**src/rtl/id_ex_alu_feed.sv**
```systemverilog
// ============================================================================
//  Module   : id_ex_alu_feed
//  Brief    : ID/EX pipeline register feeding alu_32bit. It performs the ALU
//             control decode, applies operand forwarding and uses a
//             valid/ready handshake with a flush input.
//  Options  : FWD_EN - build the EX/MEM and MEM/WB forwarding muxes
//  Revision : 1.0 - initial release
// ============================================================================
`default_nettype none

module id_ex_alu_feed #(
    parameter int WIDTH = 32,
    parameter int RADDR = 5
) (
    input  logic             clk,
    input  logic             rst,
    input  logic             id_valid,
    output logic             id_ready,
    input  logic             ex_ready,
    input  logic             flush,
    input  logic [1:0]       id_aluop,
    input  logic [5:0]       id_funct,
    input  logic [4:0]       id_shamt,
    input  logic             id_alusrc,
    input  logic [RADDR-1:0] id_rs,
    input  logic [RADDR-1:0] id_rt,
    input  logic [RADDR-1:0] id_rd,
    input  logic [WIDTH-1:0] id_rs_data,
    input  logic [WIDTH-1:0] id_rt_data,
    input  logic [WIDTH-1:0] id_imm,
    input  logic             id_regwrite,
    input  logic             exmem_regwrite,
    input  logic             memwb_regwrite,
    input  logic [RADDR-1:0] exmem_rd,
    input  logic [RADDR-1:0] memwb_rd,
    input  logic [WIDTH-1:0] exmem_result,
    input  logic [WIDTH-1:0] memwb_data,
    output logic [3:0]       alu_op,
    output logic [WIDTH-1:0] alu_first,
    output logic [WIDTH-1:0] alu_second,
    output logic [4:0]       alu_shamt,
    output logic             ex_valid,
    output logic [RADDR-1:0] ex_rd,
    output logic             ex_regwrite,
    output logic             ex_illegal
);

    localparam logic [3:0] c_OP_AND = 4'b0000;
    localparam logic [3:0] c_OP_OR  = 4'b0001;
    localparam logic [3:0] c_OP_ADD = 4'b0010;
    localparam logic [3:0] c_OP_SUB = 4'b0110;
    localparam logic [3:0] c_OP_SLT = 4'b0111;
    localparam logic [3:0] c_OP_NOR = 4'b1100;
    localparam logic [3:0] c_OP_SLL = 4'b1101;
    localparam logic [3:0] c_OP_SRL = 4'b1110;

    logic             r_valid;
    logic [3:0]       r_op;
    logic             r_illegal;
    logic             r_regwrite;
    logic [RADDR-1:0] r_rd;
    logic [RADDR-1:0] r_rs;
    logic [RADDR-1:0] r_rt;
    logic [WIDTH-1:0] r_rs_data;
    logic [WIDTH-1:0] r_rt_data;
    logic [WIDTH-1:0] r_imm;
    logic             r_alusrc;
    logic [4:0]       r_shamt;

    logic [3:0]       w_dec_op;
    logic             w_dec_illegal;
    logic             w_load;
    logic             w_is_shift;
    logic [WIDTH-1:0] w_rs_fwd;
    logic [WIDTH-1:0] w_rt_fwd;

    // Undecodable combinations fall back to ADD and are flagged illegal.
    always_comb begin
        w_dec_op      = c_OP_ADD;
        w_dec_illegal = 1'b0;
        case (id_aluop)
            2'b00: w_dec_op = c_OP_ADD;
            2'b01: w_dec_op = c_OP_SUB;
            2'b10: begin
                case (id_funct)
                    6'b100000, 6'b100001: w_dec_op = c_OP_ADD;
                    6'b100010, 6'b100011: w_dec_op = c_OP_SUB;
                    6'b100100:            w_dec_op = c_OP_AND;
                    6'b100101:            w_dec_op = c_OP_OR;
                    6'b100111:            w_dec_op = c_OP_NOR;
                    6'b101010:            w_dec_op = c_OP_SLT;
                    6'b000000:            w_dec_op = c_OP_SLL;
                    6'b000010:            w_dec_op = c_OP_SRL;
                    default:              w_dec_illegal = 1'b1;
                endcase
            end
            default: w_dec_illegal = 1'b1;
        endcase
    end

    assign id_ready = ex_ready | ~r_valid;
    assign w_load   = id_valid & id_ready & ~flush;

    always_ff @(posedge clk or posedge rst) begin
        if (rst) begin
            r_valid    <= 1'b0;
            r_op       <= 4'b0000;
            r_illegal  <= 1'b0;
            r_regwrite <= 1'b0;
            r_rd       <= '0;
            r_rs       <= '0;
            r_rt       <= '0;
            r_rs_data  <= '0;
            r_rt_data  <= '0;
            r_imm      <= '0;
            r_alusrc   <= 1'b0;
            r_shamt    <= 5'd0;
        end else if (flush) begin
            r_valid    <= 1'b0;
            r_regwrite <= 1'b0;
        end else if (w_load) begin
            r_valid    <= 1'b1;
            r_op       <= w_dec_op;
            r_illegal  <= w_dec_illegal;
            r_regwrite <= id_regwrite & ~w_dec_illegal & (id_rd != '0);
            r_rd       <= id_rd;
            r_rs       <= id_rs;
            r_rt       <= id_rt;
            r_rs_data  <= id_rs_data;
            r_rt_data  <= id_rt_data;
            r_imm      <= id_imm;
            r_alusrc   <= id_alusrc;
            r_shamt    <= id_shamt;
        end else if (ex_ready) begin
            r_valid <= 1'b0;
        end
    end

`ifdef FWD_EN
    // EX/MEM is the younger producer, so it wins over MEM/WB; r0 never forwards.
    always_comb begin
        w_rs_fwd = r_rs_data;
        if (exmem_regwrite && (exmem_rd == r_rs) && (r_rs != '0))
            w_rs_fwd = exmem_result;
        else if (memwb_regwrite && (memwb_rd == r_rs) && (r_rs != '0))
            w_rs_fwd = memwb_data;
    end

    always_comb begin
        w_rt_fwd = r_rt_data;
        if (exmem_regwrite && (exmem_rd == r_rt) && (r_rt != '0))
            w_rt_fwd = exmem_result;
        else if (memwb_regwrite && (memwb_rd == r_rt) && (r_rt != '0))
            w_rt_fwd = memwb_data;
    end
`else
    logic w_unused_fwd;
    assign w_unused_fwd = ^{exmem_regwrite, memwb_regwrite, exmem_rd, memwb_rd,
                            exmem_result, memwb_data, r_rs, r_rt};
    assign w_rs_fwd = r_rs_data;
    assign w_rt_fwd = r_rt_data;
`endif

    assign w_is_shift = (r_op == c_OP_SLL) | (r_op == c_OP_SRL);

    assign alu_op      = r_op;
    assign alu_first   = w_is_shift ? w_rt_fwd : w_rs_fwd;
    assign alu_second  = w_is_shift ? '0 : (r_alusrc ? r_imm : w_rt_fwd);
    assign alu_shamt   = w_is_shift ? r_shamt : 5'd0;
    assign ex_valid    = r_valid;
    assign ex_rd       = r_rd;
    assign ex_regwrite = r_regwrite;
    assign ex_illegal  = r_illegal;

endmodule

`default_nettype wire

```
**config.mk**
```make
export PLATFORM = sky130hd
export DESIGN_NAME = id_ex_alu_feed
export DESIGN_NICKNAME = d
export VERILOG_FILES = /design/src/rtl/id_ex_alu_feed.sv
export SDC_FILE = /design/constraint.sdc
export NUM_CORES = 1
export LEC_CHECK = 0
export CORE_MARGIN = 2
export CORE_UTILIZATION = 43
export CTS_CLUSTER_SIZE = 10
export DETAILED_ROUTE_END_ITERATION = 6
export GPL_TIMING_DRIVEN = 0
export PLACE_DENSITY = 0.87
export REMOVE_ABC_BUFFERS = 1
export SLEW_MARGIN = 20
export SYNTH_ARGS = -nofsm -noshare
export SYNTH_HDL_FRONTEND = slang
export SYNTH_SLANG_ARGS = --single-unit
export TNS_END_PERCENT = 30
```
**constraint.sdc**
```tcl
create_clock -name clk -period 7.3 [get_ports clk]
set_input_delay 1.46 -clock clk [delete_from_list [all_inputs] [get_ports clk]]
set_output_delay 1.46 -clock clk [all_outputs]
set_load 0.03 [all_outputs]
```
==> reports/qor.yml, run 1 <==
grt:
  grt_max_degree: 66
  grt_pass1_wl_um: 23300
  grt_overflow: 0
  grt_pass1_vias: 4878
  antenna_found_initial: 0
  track_usage_pct: 22.19
sta:
  rsz0062_at_grt: "false"
  setup_violations: 0
  hold_viol: 0
  relSlewSlack_pct: 53.45
  min_period_ns: 4.306
  holdWs_ns: 0.4643
  post-route-period-util_pct: 58.99
  max_freq_mhz: 232.2
  worst_pin_slew_ns: 0.6983
  skew_ns: 0.005290
  drv_slew: 0
finish:
  fin_util_pct: 66.06
  layoutNonFillerInstCount: 1007
  area_growth_pct: 51.31
  fin_nets: 1034
  drive_above_1_share_pct: 9.820
  antenna_cells: 0
clock_network:
  cts_made_buffers: 17
  cts-root-buf: "clkbuf_16"
  cts_setup_buffers: 0
  clock_path_buffers: 2
  cts_resized: 0
  tritoncts: "done"
  path_clk_slew_ns: 0.05
  clkLatencyLatePin_ns: 0.41
  htreeDepth: 4
  clock_sinks: 114
  ctsHoldBuffers: 0
pwr:
  leakagePower_nw: 4.009
  ir_worst_vdd_mv: 0.1565
  pwr_density_cell_nw_per_um2: 259.6
  finalPower_mw: 2.138
logic_synthesis:
  synth.area.top_cells: "dfrtp_1, nand2_1, mux2_2"
  ys_async_sr_fraction_pct: 100.0
  synth_edf_count: 0
  synth_area_leader_cell: "dfrtp_1"
  yosysWarningCount: 0
  synth_flop_cell: "dfrtp_1"
  synth_most_common_cell: "nand2_1"
  ys_types: 35
  ys_ff_latch: 114
  synth_area_per_cell_um2: 8.694
  synth_commonest_cells: "nand2_1, dfrtp_1, nor2_1, mux2i_1"
  synthCells: 626
  ys_seq_area_share_pct: 52.41
  synth_area_um2: 5443
  synth_top_cell_area_share_pct: 52.41
worst_hold_path:
  hp-class: "reg -> reg"
setup_path:
  crit_path_end_kind: "primary output"
  critPathMaxStageDelay_ns: 0.61
  crit_fanout: 4
  crit_type: "in -> out"
  critPathArrivalTime_ns: 2.85
  startpoint_type: "input pin"
  critPathRequiredTime_ns: 5.84
  cp_slowest_cell: "clkdlybuf4s50_1"
  crit_top_cell: "clkdlybuf4s50_1"
  path_cells: "clkdlybuf4s50_1 > nor2b_1 > inv_1 > clkdlybuf4s50_1"
floorplan:
  placeableCoreArea_um2: 12470
  dieHeight_um: 116.5
  rows: 41
  dieWidth_um: 116.5
  num_io_pins: 289
  die_area_um2: 13570
  start_util_pct: 43.66
place:
  dp_cells: 977
  hpwl_um: 10000
  portBuffers: 202
  routabilityCongestion: 0.7963
routing:
  dr.pass1.iters: 4
  vias_per_cell: 4.852
  wire_per_inst_um: 14.29
  met3WireLength_um: 1048
  drtIter0Drc: 241
  drtAntennaViolNets: 0
  m1WireLength_um: 5985
  top_layer_used: "met4"
  vias: 4886
  routed_wl_um: 14390
  dr_wl_met2_um: 7089
  drc_errors: 0
run_status:
  status: "completed"
flow_run:
  max_cap_violations: 0
[cells by family (layout without fill, tap and decap cells)]
group,count (synthesis),count (layout),share of synthesized area [%]
DFF,114,114,52.41
AOI/OAI and AO/OA,20,20,2.805
muxes,65,65,12.69
buffers and inverters,44,253,3.908
and+or+nand+nor,379,379,27.33
xor gates and xnor gates,1,1,0.1609
adders and majority gates,3,3,0.6897
[state kept, by name, summed over array words and instances, names as in the netlist]
name and count:
ex_rd 5, ex_illegal 1, r_shamt 5, r_imm 32, ex_regwrite 1, r_alusrc 1
alu_op 4, r_rt_data 32, ex_valid 1, r_rs_data 32
[final cells by class]
type                       instances  area [um2]
clock buffer                      24       491.7
timing repair buffer             217        2200
multi-input combinational        468        2392
fill                             996        4230
sequential                       114        2854
tap                              172       215.2
clock inverter                     6       55.05
inverter                           6       27.53
[power by group]
part           internal, mW  total [mW]  switching (mW)
Combinational         0.273       0.588           0.314
Clock                 0.496       0.768           0.271
Sequential            0.723       0.782          0.0596
[final timing paths]
check,start,to,slack [ns],depth (start not counted)
max reg2reg,ex_valid,r_rt_data[6],5.14,10
max,ex_ready,id_ready,2.99,4
min,r_rs_data[15],r_rs_data[15],0.46,2
min in group asynchronous,rst,ex_illegal,1.51,2
max in group asynchronous,rst,r_imm[3],5.12,3
min reg2reg,r_rs_data[15],r_rs_data[15],0.46,2
[metal layers]
layer	global-route usage [%]	vias to the layer above
met3	7.836	20
li1	-	2386
met1	26.84	2325
met2	36.98	155
met5	0	-
met4	7.698	0
[layout by cell type, fill, tap and decap left out, types with 2 or more instances in the layout]
cell type        count
mux2_2              32
and2_1               5
nor3_1               2
nor2b_1              3
nand2_1            323
clkbuf_16           17
ha_1                 3
buf_4                9
clkinv_2             5
a21oi_1              4
nor2_1              34
buf_6                2
nand2b_1             3
a22o_1               2
nor4b_1              2
clkbuf_1             3
o21ai_0              4
buf_12               3
inv_1                4
clkdlybuf4s50_1    202
clkbuf_8             4
mux2i_1             33
dfrtp_1            113
nor3_2               2
[worst max-delay path: cells and delay by family]
kind          cells  cell delay [ns]
simple gates      1             0.27
buf+inv           3             1.11
[metrics by stage]
stage                     cell area, um2  setup TNS, ns  setup slack [ns]
after floorplan                     5253         -6.976           -0.5972
after global placement              7490        -443.30            -4.702
after detailed placement            7689              0             3.045
after CTS                           8235              0             3.009
after global routing                8235              0             2.916
final                               8235              0             2.994
No activity file was read; power rests on OpenSTA's default activity.
==> run 2: changes to the inputs <==
Settings changed: CORE_UTILIZATION 43 to 40, PLACE_DENSITY 0.87 to 0.82.
Clock period 7.3 ns to 4.3 ns, I/O delays scaled along.
==> run 2 against run 1 <==
Routed wire length is 0.52% lower; critical path depth is 1 higher; cell count is 0.30% higher; via count is 1.9% lower; clock power is 84% higher; clock skew hardly changed; global-route usage is 1.8 points lower; setup slack worse by 2.3 ns; combinational power is 70% higher; hold slack better by 0.0021 ns; critical endpoint is now alu_first[5]; largest power group is now the clock network.
==> reports/qor.yml, run 2 (synthesis gave the netlist of run 1 again) <==
pwr:
  pwr_density_cell_nw_per_um2: 450.3  # +73%
  power.clock.fraction_pct: 37.7  # +1.8 points
  p_int_mw: 2.642  # +77%
  power_switching_mw: 1.091  # +69%
  switching_share_pct: 29.22  # -0.96 points
  finalPower_mw: 3.733  # +75%
  leakagePower_nw: 4.028  # +0.46%
  p_seq_share_pct: 35.5  # -1.1 points
  combPwrFrac_pct: 26.8  # -0.7 points
  ir_worst_vdd_mv: 0.3042  # +94%
setup_path:
  critPathArrivalTime_ns: 2.76  # -0.09 ns
  critPathMaxStageDelay_ns: 0.61  # about the same
  path_cells: "xor2_1 > and3_4 > buf_12 > mux2_2 > clkdlybuf4s50_1"
  startpoint_type: "register"
  crit_type: "reg -> out"
  cp_slowest_cell: "clkdlybuf4s50_1"
  crit_fanout: 36  # +32
  crit_buf_inv: 2  # -1
  cp_top_family: "buffers and inverters"
  critPathRequiredTime_ns: 3.44  # -2.40 ns
  crit_path_end_kind: "primary output"
floorplan:
  die_area_um2: 14560  # +7.2%
  start_util_pct: 41.10  # -2.6 points
  dieHeight_um: 120.7  # +3.6%
  placeableCoreArea_um2: 13240  # +6.2%
  rows: 42  # +2.4%
  num_io_pins: 289  # unchanged
  dieWidth_um: 120.7  # +3.6%
sta:
  setup_ws_ns: 0.6830  # -2.311 ns
  min_period_ns: 3.617
  relSlewSlack_pct: 55.08  # +1.6 points
  setup_violations: 0  # unchanged
  post-route-period-util_pct: 84.12
  max_freq_mhz: 276.5
  skew_ns: 0.005685  # +0.0003947 ns
  drv_slew: 0  # unchanged
  worst_pin_slew_ns: 0.6738  # -0.02448 ns
  hold_viol: 0  # unchanged
  rsz0062_at_grt: "false"
finish:
  postLayoutCellArea_um2: 8289  # +0.65%
  reg_top3: "r_imm x32, r_rs_data x32, r_rt_data x32"
  area_growth_pct: 52.30
  drive_above_1_share_pct: 9.832  # +0.012 points
  fillers: 1105  # +11%
  antenna_cells: 0  # unchanged
  mostFrequentLayoutCells: "nand2_1, clkdlybuf4s50_1, dfrtp_1, nor2_1, mux2i_1"
  mostFrequentLayoutCell: "nand2_1"
  fin_util_pct: 62.59  # -3.5 points
  fin_nets: 1033  # -0.097%
place:
  routabilityCongestion: 0.7427  # -6.7%
  dpl_cell_area_um2: 7690  # about the same
  place_ws_ns: 1.091  # -1.954 ns
  hpwl_um: 9875  # -1.3%
  portBuffers: 202  # unchanged
grt:
  grt_pass1_wl_um: 23430  # +0.53%
  track_usage_pct: 20.36  # -1.8 points
  antenna_found_initial: 0  # unchanged
  grt_pass1_vias: 4796  # -1.7%
  grt_overflow: 0  # unchanged
  grt_max_degree: 61  # -7.6%
routing:
  vias_per_cell: 4.745  # -2.2%
  top_layer_used: "met4"
  m1WireLength_um: 6217  # +3.9%
  met3WireLength_um: 1128  # +7.6%
  vias: 4792  # -1.9%
  drtIter0Drc: 242  # +0.41%
  dr_wl_met2_um: 6818  # -3.8%
  wire_per_inst_um: 14.18  # -0.82%
  drc_errors: 0  # unchanged
  dr.pass1.iters: 6  # +2
  routed_wl_um: 14320  # -0.52%
  drtAntennaViolNets: 0  # unchanged
run_status:
  status: "completed"
clock_network:
  htreeDepth: 4  # unchanged
  path_clk_slew_ns: 0.05  # about the same
  cts-root-buf: "clkbuf_16"
  tritoncts: "done"
  cts_resized: 0  # unchanged
  clock_path_buffers: 2  # unchanged
  cts_made_buffers: 17  # unchanged
  ctsHoldBuffers: 0  # unchanged
  clkLatencyLatePin_ns: 0.40  # about the same
  cts_setup_buffers: 0  # unchanged
  clock_sinks: 114  # unchanged
flow_run:
  max_cap_violations: 0  # unchanged
worst_hold_path:
  hp-class: "reg -> reg"
[run 2: cell count changes in the layout (fill, tap and decap cells not counted)]
cell,delta
buf_4,-2
buf_6,+1
bufinv_16,+1
clkbuf_1,-1
clkbuf_8,+3
clkinv_2,-3
[run 2: power by group through the flow]
stage                     clock network, mW  logic (mW)  registers [mW]
after floorplan                           0       0.541            1.35
after global placement                    0       0.976            1.35
after detailed placement                  0        1.00            1.34
after CTS                              1.43        1.01            1.33
after global routing                   1.48        1.08            1.35
final                                  1.41        1.00            1.33
[run 2: worst paths after layout]
kind,startpoint,to,slack [ns],cells after the start
min in group asynchronous,rst,r_rs_data[21],0.88,2
worst max-delay path,alu_op[1],alu_first[5],0.68,5
worst min register to register,r_rs_data[25],r_rs_data[25],0.47,2
worst min-delay path,r_rs_data[25],r_rs_data[25],0.47,2
max in group asynchronous,rst,r_rs_data[28],2.73,3
worst max register to register,ex_valid,ex_illegal,2.42,5
[run 2: layout make-up]
class	count	area, um2	share of cell area (%)
clock inverter	4	70.07	0.8453
tap	176	220.2	2.657
sequential	114	2854	34.43
timing repair buffer	216	2196	26.49
inverter	6	27.53	0.3321
multi-input combinational	468	2392	28.86
clock buffer	26	529.3	6.385
[run 2: per-stage QoR]
step                      setup TNS [ns]  hold WS (ns)  std cells
final                                  0        0.4664       1010
after global routing                   0        0.4943       1010
after CTS                              0        0.4718       1010
after detailed placement               0        0.4589        980
after global placement           -872.22        0.4501        966
after floorplan                  -273.38        0.4374        588
[run 2: per-layer routing]
layer / track usage, % / vias up
met5: 0 / -
met4: 5.959 / 0
met3: 8.019 / 12
met2: 32.66 / 146
met1: 25.46 / 2257
li1: - / 2377
[run 2: worst register-to-register path: cells and delay by family, from the launching register on]
family | cells | cell delay (ns)
buffers and inverters | 1 | 0.32
AND/OR/NAND/NOR | 3 | 0.99
AO/OA/AOI/OAI | 1 | 0.10
flip-flops | 1 | 0.34
